===== src/rtl/cpu_int_pkg.sv =====
// cpu_int_pkg: shared types and constants for the CPU interrupt path.
//   int_kind_t  - interrupt kind encoding presented on ih_kind
//   arb_state_t - interrupt_arbiter FSM states
//   VEC_*       - vector addresses, shared with interrupt_handler
package cpu_int_pkg;

    typedef enum logic [1:0] {
        INT_RESET = 2'd0,
        INT_NMI   = 2'd1,
        INT_IRQ   = 2'd2,
        INT_BRK   = 2'd3
    } int_kind_t;

    typedef enum logic [1:0] {
        IDLE  = 2'd0,
        ISSUE = 2'd1,
        WAIT  = 2'd2
    } arb_state_t;

    localparam logic [15:0] VEC_NMI     = 16'hFFFA;
    localparam logic [15:0] VEC_RESET   = 16'hFFFC;
    localparam logic [15:0] VEC_IRQ_BRK = 16'hFFFE;

endpackage


===== src/rtl/int_edge_detect.sv =====
// int_edge_detect: optional synchroniser followed by rise/fall pulse detection.
// Ports:
//   clk, rst  - clock, asynchronous active-low reset
//   sig       - raw input (asynchronous when DEPTH > 0)
//   level     - synchronised level (sig itself when DEPTH == 0)
//   rise/fall - one-cycle pulses on a level change relative to the previous cycle
// RESET_VAL seeds both the synchroniser and the previous-level flop, so a
// level already at RESET_VAL when reset releases produces no edge.
module int_edge_detect
    import cpu_int_pkg::*;
#(
    parameter int unsigned DEPTH     = 2,
    parameter logic        RESET_VAL = 1'b0
) (
    input  logic clk,
    input  logic rst,
    input  logic sig,
    output logic level,
    output logic rise,
    output logic fall
);

    logic prev_q;

    generate
        if (DEPTH == 0) begin : g_direct
            assign level = sig;
        end else begin : g_sync
            logic [DEPTH-1:0] sync_q;
            always_ff @(posedge clk or negedge rst) begin
                if (!rst) sync_q <= {DEPTH{RESET_VAL}};
                else      sync_q <= (sync_q << 1) | DEPTH'(sig);
            end
            assign level = sync_q[DEPTH-1];
        end
    endgenerate

    always_ff @(posedge clk or negedge rst) begin
        if (!rst) prev_q <= RESET_VAL;
        else      prev_q <= level;
    end

    assign rise = level & ~prev_q;
    assign fall = ~level & prev_q;

endmodule


===== src/rtl/interrupt_arbiter.sv =====
// interrupt_arbiter: latches and prioritises RESET/NMI/BRK/IRQ requests and
// issues one start/kind request at a time to interrupt_handler, holding the
// core until the handler reports done.
// Ports:
//   clk, rst        - clock, asynchronous active-low reset
//   ppu_status[7]   - vblank; ANDed with ppu_nmi_en to form the NMI line
//   irq_n           - asynchronous active-low IRQ level
//   soft_reset      - active-low reset request, must stay low RESET_HOLD cycles
//   break_flag      - BRK in decode (valid with instr_boundary)
//   status_i        - CPU I flag, masks IRQ
//   instr_boundary  - core may be interrupted this cycle
//   ih_start/ih_kind/ih_done - handshake with interrupt_handler
//   cpu_hold        - core stall while a sequence is in flight
//   nmi_pending     - NMI latched but not yet issued
// Build option: define INT_ARB_IRQ_LATCH_EN to latch a falling edge of the
// synchronised irq_n so short IRQ pulses are still serviced.
module interrupt_arbiter
    import cpu_int_pkg::*;
#(
    parameter int unsigned RESET_HOLD = 2,
    parameter int unsigned IRQ_SYNC   = 2
) (
    input  logic       clk,
    input  logic       rst,
    input  logic [7:0] ppu_status,
    input  logic       ppu_nmi_en,
    input  logic       irq_n,
    input  logic       soft_reset,
    input  logic       break_flag,
    input  logic       status_i,
    input  logic       instr_boundary,
    output logic       ih_start,
    output logic [1:0] ih_kind,
    input  logic       ih_done,
    output logic       cpu_hold,
    output logic       nmi_pending
);

    localparam logic [3:0] HOLD_CNT = 4'(RESET_HOLD);

    arb_state_t state_q, state_d;
    int_kind_t  kind_q, kind_d;
    logic       reset_pend_q, reset_pend_d;
    logic       nmi_pend_q, nmi_pend_d;
    logic [3:0] srst_cnt_q, srst_cnt_d;
    logic       srst_hit;

    // Source conditioning
    logic nmi_line, nmi_level, nmi_rise, nmi_fall;
    logic irq_level, irq_rise, irq_fall, irq_act, irq_req;

    assign nmi_line = ppu_status[7] & ppu_nmi_en;

    // nmi_prev resets high so an already-set vblank does not fire at release.
    int_edge_detect #(
        .DEPTH    (0),
        .RESET_VAL(1'b1)
    ) u_nmi_edge (
        .clk  (clk),
        .rst  (rst),
        .sig  (nmi_line),
        .level(nmi_level),
        .rise (nmi_rise),
        .fall (nmi_fall)
    );

    int_edge_detect #(
        .DEPTH    (IRQ_SYNC),
        .RESET_VAL(1'b1)
    ) u_irq_sync (
        .clk  (clk),
        .rst  (rst),
        .sig  (irq_n),
        .level(irq_level),
        .rise (irq_rise),
        .fall (irq_fall)
    );

    assign irq_act = ~irq_level;

    logic unused_sigs;
    assign unused_sigs = ^{ppu_status[6:0], nmi_level, nmi_fall, irq_rise, irq_fall};

    // Soft reset: counter saturates at HOLD_CNT so the request fires once per
    // low period and re-arms only when soft_reset returns high.
    always_comb begin
        srst_cnt_d = srst_cnt_q;
        srst_hit   = 1'b0;
        if (soft_reset) begin
            srst_cnt_d = '0;
        end else if (srst_cnt_q != HOLD_CNT) begin
            srst_cnt_d = srst_cnt_q + 4'd1;
            srst_hit   = (srst_cnt_d == HOLD_CNT);
        end
    end

    // Arbitration
    logic      grant, accept;
    int_kind_t grant_kind;

    always_comb begin
        grant      = 1'b1;
        grant_kind = INT_RESET;
        if (reset_pend_q)                        grant_kind = INT_RESET;
        else if (instr_boundary && nmi_pend_q)   grant_kind = INT_NMI;
        else if (instr_boundary && break_flag)   grant_kind = INT_BRK;
        else if (instr_boundary && irq_req)      grant_kind = INT_IRQ;
        else                                     grant      = 1'b0;
    end

    assign accept = (state_q == IDLE) && grant;

    // A fresh request in the same cycle as an issue of that kind stays pending.
    assign reset_pend_d = srst_hit | (reset_pend_q & ~(accept && grant_kind == INT_RESET));
    assign nmi_pend_d   = nmi_rise | (nmi_pend_q & ~(accept && grant_kind == INT_NMI));

`ifdef INT_ARB_IRQ_LATCH_EN
    logic irq_pend_q, irq_pend_d;

    assign irq_pend_d = irq_fall | (irq_pend_q & ~(accept && grant_kind == INT_IRQ));
    assign irq_req    = (irq_pend_q | irq_act) & ~status_i;

    always_ff @(posedge clk or negedge rst) begin
        if (!rst) irq_pend_q <= 1'b0;
        else      irq_pend_q <= irq_pend_d;
    end
`else
    assign irq_req = irq_act & ~status_i;
`endif

    // FSM
    always_comb begin
        state_d = state_q;
        kind_d  = kind_q;
        unique case (state_q)
            IDLE: begin
                if (grant) begin
                    state_d = ISSUE;
                    kind_d  = grant_kind;
                end
            end
            ISSUE:   state_d = WAIT;
            WAIT:    if (ih_done) state_d = IDLE;
            default: state_d = IDLE;
        endcase
    end

    always_ff @(posedge clk or negedge rst) begin
        if (!rst) begin
            state_q      <= IDLE;
            kind_q       <= INT_RESET;
            reset_pend_q <= 1'b1;
            nmi_pend_q   <= 1'b0;
            srst_cnt_q   <= '0;
        end else begin
            state_q      <= state_d;
            kind_q       <= kind_d;
            reset_pend_q <= reset_pend_d;
            nmi_pend_q   <= nmi_pend_d;
            srst_cnt_q   <= srst_cnt_d;
        end
    end

    assign ih_start    = (state_q == ISSUE);
    assign ih_kind     = kind_q;
    assign cpu_hold    = (state_q == ISSUE) || (state_q == WAIT);
    assign nmi_pending = nmi_pend_q;

endmodule


===== config.mk =====
export PLATFORM = sky130hd
export DESIGN_NAME = interrupt_arbiter
export DESIGN_NICKNAME = d
export VERILOG_FILES = /design/src/rtl/cpu_int_pkg.sv /design/src/rtl/int_edge_detect.sv /design/src/rtl/interrupt_arbiter.sv
export SDC_FILE = /design/constraint.sdc
export NUM_CORES = 1
export LEC_CHECK = 0
export ABC_CLOCK_PERIOD_IN_PS = 3450
export CORE_UTILIZATION = 49
export DETAILED_ROUTE_END_ITERATION = 6
export GPL_ROUTABILITY_DRIVEN = 0
export PLACE_DENSITY = 0.78
export SYNTH_ARGS = -nofsm -noshare
export SYNTH_HDL_FRONTEND = slang
export SYNTH_HIERARCHICAL = 1
export SYNTH_SLANG_ARGS = --single-unit

===== constraint.sdc =====
create_clock -name clk -period 3.45 [get_ports clk]
set_clock_uncertainty 0.1 [all_clocks]
set_input_delay 0.5175 -clock clk [delete_from_list [all_inputs] [get_ports clk]]
set_output_delay 0.5175 -clock clk [all_outputs]
set_load 0.005 [all_outputs]

==> out/metrics.yaml, run 1 <==
sta:
  fin_crit_sh_pct: 61.8
  fin_setup_tns_ns: 0
  rsz0062_at_grt: "false"
  worst_slew_pin_slew_ns: 0.574
  hold_viol: 0
  max-slew-margin-rel_pct: 61.6
  finalCriticalPeriod_ns: 2.13
  drv_slew: 0
  setup_viol: 0
  max_freq_mhz: 469
floorplanning:
  num_rows: 13
  initial_core_util_pct: 53.9
  die_w_um: 40.1
  die_area_mm2: 0.00161
  io_pins: 22
  core_region_area_mm2: 0.00132
  die_h_um: 40.1
clock_tree:
  root_buffer: "clkbuf_4"
  clk_pin_slew_ns: 0.08
  cts_setup_buffers: 0
  clk_latency_ns: 0.27
  cts_resized: 0
  clock_sinks: 13
  hold_buffers: 0
  cts_tree: "yes"
  cts_made_buffers: 3
  h-tree-depth: 1
  cts_buffer_depth: 2
route:
  drt_wl_total_um: 1250
  drt_iter0_markers: 15
  firstDrtPassIters: 4
  detail-route-antenna-nets: 0
  drcViolationCount: 0
  viasPerCell: 5.46
  vias: 562
  wire_per_inst_um: 12.1
cells_and_area:
  syn2layout_area_growth_pct: 26.1
  final_cell_mix: "14 x clkdlybuf4s50_1, 9 x dfrtp_1, 8 x nor2_1, 6 x inv_1, 6 x ha_1"
  drive_gt1_share_pct: 10.2
  diodes: 0
  final_common_cell: "clkdlybuf4s50_1"
  nNetsFinal: 112
global_routing:
  grt_start_max_net_pins: 14
  antenna_found_initial: 0
  first_global_vias: 473
  grt-ovfl-total: 0
  grt_pass1_wl_um: 2050
  track_usage_pct: 19.6
yosys:
  syn-cell-area_um2: 711
  ys.warnings.count: 6
  synth_nets: 93
  synthCells: 70
  avgSynthCellArea_um2: 10.2
worst_setup_path:
  worst-setup-path-type: "reg2out"
  cp.arrival_ns: 1.51
  setup.worst_path.end_class: "primary output"
  cp.required_ns: 2.83
  cp_max_fo: 4
  start_kind: "register"
min_path:
  hp-class: "reg2reg"
power:
  p_leak_nw: 0.386
  p_total_w: 0.000627
  vdd_drop_max_mv: 0.381
  pwr_density_cell_mw_per_mm2: 700
status:
  outcome: "complete, no violations"
placement:
  place_hpwl_um: 966
  portBuffers: 14
run:
  drv_cap: 0
-- routing by layer --
layer / global-route usage [%] / wire (um) / up-vias
met3: 5.00 / 40 / 0
met4: 5.17 / 0 / 0
met2: 32.3 / 638 / 11
met5: 0 / 0 / -
met1: 25.3 / 571 / 268
li1: - / - / 283
-- worst paths after layout --
check                      cells past startpoint                                    end                             startpoint  slack, ns
setup reg to reg                               5                 state_q[1]$_DFFE_PN0P_                 state_q[1]$_DFFE_PN0P_       1.76
setup / recovery                               3                               cpu_hold                 state_q[0]$_DFFE_PN0P_       1.32
hold reg to reg                                0  u_irq_sync/g_sync.sync_q[1]$_DFF_PN1_  u_irq_sync/g_sync.sync_q[0]$_DFF_PN1_       0.26
hold / removal                                 0  u_irq_sync/g_sync.sync_q[1]$_DFF_PN1_  u_irq_sync/g_sync.sync_q[0]$_DFF_PN1_       0.26
min in group asynchronous                      1                 state_q[1]$_DFFE_PN0P_                                    rst       0.51
max in group asynchronous                      1            u_nmi_edge/prev_q$_DFF_PN1_                                    rst       2.36
-- worst max-delay path: stages, from the launching register on --
cell and delay (ns):
dfrtp_1 0.39, inv_1 0.08, ha_1 0.28, clkdlybuf4s50_1 0.49
-- power by group --
part	total (W)	internal, W	switching (W)
Sequential	0.000256	0.000205	0.0000511
Clock	0.0000904	0.0000447	0.0000457
Combinational	0.000281	0.000157	0.000124
-- sequential cells by signal (all words and copies together), names as in the netlist --
| name | count |
|---|---|
| ih_kind | 2 |
| nmi_pending | 1 |
| reset_pend_q | 1 |
| srst_cnt_q | 4 |
| state_q | 2 |
| u_irq_sync/g_sync.sync_q | 2 |
| u_nmi_edge/prev_q | 1 |
-- through the flow --
stage / instance area, um2 / std cells / worst slack (ns) / hold WS (ns) / utilization, %
floorplan: 711 / 70 / 1.94 / 0.122 / -
global placement: 870 / 99 / 1.52 / 0.246 / 66.0
detailed placement: 870 / 99 / 1.49 / 0.250 / 66.0
CTS: 896 / 103 / 1.31 / 0.261 / 68.0
global route: 896 / 103 / 1.24 / 0.265 / 68.0
finish: 896 / 103 / 1.32 / 0.259 / 68.0
-- cell type report --
| class | instances | area [um2] |
|---|---|---|
| Timing Repair Buffer | 14 | 140 |
| Tap cell | 15 | 18.8 |
| Inverter | 6 | 22.5 |
| Sequential cell | 13 | 330 |
| Fill cell | 107 | 422 |
| Clock buffer | 4 | 26.3 |
| Multi-Input combinational cell | 51 | 358 |
Power figures use the tool's default switching activity.
==> run 2: changes to the inputs <==
- ABC_CLOCK_PERIOD_IN_PS: 3450 -> 1890
- CORE_ASPECT_RATIO: not set -> 1.4
- CORE_UTILIZATION: 49 -> 41
- PLACE_DENSITY: 0.78 -> 0.69
- clock period: 3.45 -> 1.89 ns (I/O delays scaled with it)
==> out/metrics.yaml, run 2 (synthesis gave the netlist of run 1 again) <==
floorplanning:
  die_h_um: 51.3  # was 40.1 um
  io_pins: 22  # unchanged
  core_region_area_mm2: 0.00160  # was 0.00132 mm2
  initial_core_util_pct: 44.5  # was 53.9%
  die_area_mm2: 0.00191  # was 0.00161 mm2
  die_w_um: 37.2  # was 40.1 um
  num_rows: 17  # was 13
global_routing:
  grt_pass1_wl_um: 2280  # was 2050 um
  track_usage_pct: 17.0  # was 19.6%
  grt_start_max_net_pins: 14  # unchanged
  grt-ovfl-total: 0  # unchanged
  antenna_found_initial: 0  # unchanged
  first_global_vias: 569  # was 473
sta:
  fin_crit_sh_pct: 98.4
  worst_slew_pin_slew_ns: 0.594  # was 0.574 ns
  fin_ws_ns: 0.0295  # was 1.32 ns
  hold_viol: 0  # unchanged
  setup_viol: 0  # unchanged
  max-slew-margin-rel_pct: 60.3  # was 61.6%
  drv_slew: 0  # unchanged
  finalCriticalPeriod_ns: 1.86
  max_freq_mhz: 537
clock_tree:
  clock_sinks: 13  # unchanged
  cts_tree: "yes"  # unchanged
  cts_made_buffers: 3  # unchanged
  clk_latency_ns: 0.27  # about the same
  cts_buffer_depth: 2  # unchanged
  clk_pin_slew_ns: 0.08  # about the same
  h-tree-depth: 1  # unchanged
  root_buffer: "clkbuf_4"  # unchanged
route:
  drcViolationCount: 0  # unchanged
  drt_iter0_markers: 8  # was 15
  vias: 564  # was 562
  viasPerCell: 5.13  # was 5.46
  drt_wl_total_um: 1340  # was 1250 um
  firstDrtPassIters: 3  # was 4
  detail-route-antenna-nets: 0  # unchanged
  wire_per_inst_um: 12.2  # was 12.1 um
status:
  outcome: "complete, no violations"  # unchanged
worst_setup_path:
  cp.required_ns: 1.51  # was 2.83 ns
  cp.buffers_inverters: 2  # unchanged
  cp.arrival_ns: 1.48  # was 1.51 ns
  crit_chain: "inv_1 -> ha_2 -> clkdlybuf4s50_1"  # was inv_1 -> ha_1 -> clkdlybuf4s50_1
  start_kind: "register"  # unchanged
  setup.worst_path.end_class: "primary output"  # unchanged
  cp_top_family: "buffers and inverters"  # unchanged
  cp_max_fo: 3  # was 4
  worst-setup-path-type: "reg2out"  # unchanged
  slowest_delay_ns: 0.50  # was 0.49 ns
  cp_slowest_cell: "clkdlybuf4s50_1"  # unchanged
placement:
  numPlacedInstances: 103  # was 99
  pre_cts_ws_ns: 0.174  # was 1.49 ns
  portBuffers: 14  # unchanged
  place_hpwl_um: 979  # was 966 um
cells_and_area:
  layout.cells.non_filler: 110  # was 103
  final_core_utilization_pct: 58.2  # was 68.0%
  regMostFlops: "srst_cnt_q"  # unchanged
  syn2layout_area_growth_pct: 30.6  # was 26.1%
  diodes: 0  # unchanged
  final_cell_mix: "13 x clkdlybuf4s50_1, 9 x dfrtp_1, 8 x nor2_1, 6 x inv_1, 5 x ha_1"  # was 14 x clkdlybuf4s50_1, 9 x dfrtp_1, 8 x nor2_1, 6 x inv_1, 6 x ha_1
  nNetsFinal: 115  # was 112
  largest_reg_flops: 4  # unchanged
  final_common_cell: "clkdlybuf4s50_1"  # unchanged
  drive_gt1_share_pct: 14.3  # was 10.2%
power:
  combinationalPowerShare_pct: 47.1  # was 44.8%
  seqPwrFrac_pct: 38.7  # was 40.8%
  vdd_drop_max_mv: 0.606  # was 0.381 mV
  pwr_density_cell_mw_per_mm2: 1270  # was 700 mW/mm2
  p_leak_nw: 0.410  # was 0.386 nW
  p_total_w: 0.00118  # was 0.000627 W
  p_sw_share_pct: 34.8  # was 35.2%
  p_int_w: 0.000767  # was 0.000406 W
  p_switching_w: 0.000409  # was 0.000221 W
  p_clk_share_pct: 14.2  # was 14.4%
min_path:
  hp-class: "reg2reg"  # unchanged
run:
  drv_cap: 0  # unchanged
-- run 2: worst paths after layout --
| path | from | end | slack (ns) | cells past startpoint |
|---|---|---|---|---|
| max | state_q[1]$_DFFE_PN0P_ | ih_start | 0.03 | 3 |
| min | u_irq_sync/g_sync.sync_q[0]$_DFF_PN1_ | u_irq_sync/g_sync.sync_q[1]$_DFF_PN1_ | 0.26 | 0 |
| max reg2reg | state_q[1]$_DFFE_PN0P_ | state_q[1]$_DFFE_PN0P_ | 0.21 | 5 |
| min reg2reg | u_irq_sync/g_sync.sync_q[0]$_DFF_PN1_ | u_irq_sync/g_sync.sync_q[1]$_DFF_PN1_ | 0.26 | 0 |
| max in group asynchronous | rst | srst_cnt_q[0]$_DFFE_PN0P_ | 1.02 | 1 |
| min in group asynchronous | rst | ih_kind[1]$_DFFE_PN0P_ | 0.29 | 1 |
-- run 2: area by class of cell --
| type | instances | area [um2] |
|---|---|---|
| Sequential cell | 13 | 330 |
| Inverter | 6 | 22.5 |
| Clock buffer | 4 | 26.3 |
| Timing Repair Buffer | 17 | 165 |
| Fill cell | 156 | 667 |
| Multi-Input combinational cell | 51 | 360 |
| Tap cell | 19 | 23.8 |
-- run 2: stage by stage --
stage	cell area, um2	hold WS [ns]	setup TNS, ns
global placement	875	0.246	0
detailed placement	875	0.248	0
global route	928	0.260	-0.0335
floorplan	711	-0.112	0
CTS	916	0.259	0
finish	928	0.257	0
-- run 2: power groups by stage --
stage / Combinational [W] / Sequential [W] / Clock [W]
after floorplan: 0.000306 / 0.000453 / 0
after global placement: 0.000500 / 0.000466 / 0
after detailed placement: 0.000511 / 0.000470 / 0
after CTS: 0.000551 / 0.000455 / 0.000175
after global routing: 0.000635 / 0.000474 / 0.000185
final: 0.000554 / 0.000455 / 0.000167
-- run 2: metal layers --
layer | share of wire [%] | GRT usage (%) | up-vias
li1 | - | - | 288
met2 | 54 | 28.1 | 9
met4 | 1.6 | 9.26 | 0
met1 | 41 | 20.5 | 265
met5 | 0 | 0 | -
met3 | 2.8 | 2.61 | 2
-- run 2: repair_timing --
action / 4_1_cts / 5_1_grt
setup endpoints to repair: 1 / 2
resized for setup: 0 / 2
hold buffers: 0 / 0
buffers inserted: 2 / 1
-- run 2: worst reg2reg max path, cell delays in order (launching register included) --
cell	delay [ns]
dfrtp_1	0.39
inv_1	0.11
ha_1	0.30
nand2b_1	0.11
or4_1	0.51
nand3_1	0.10
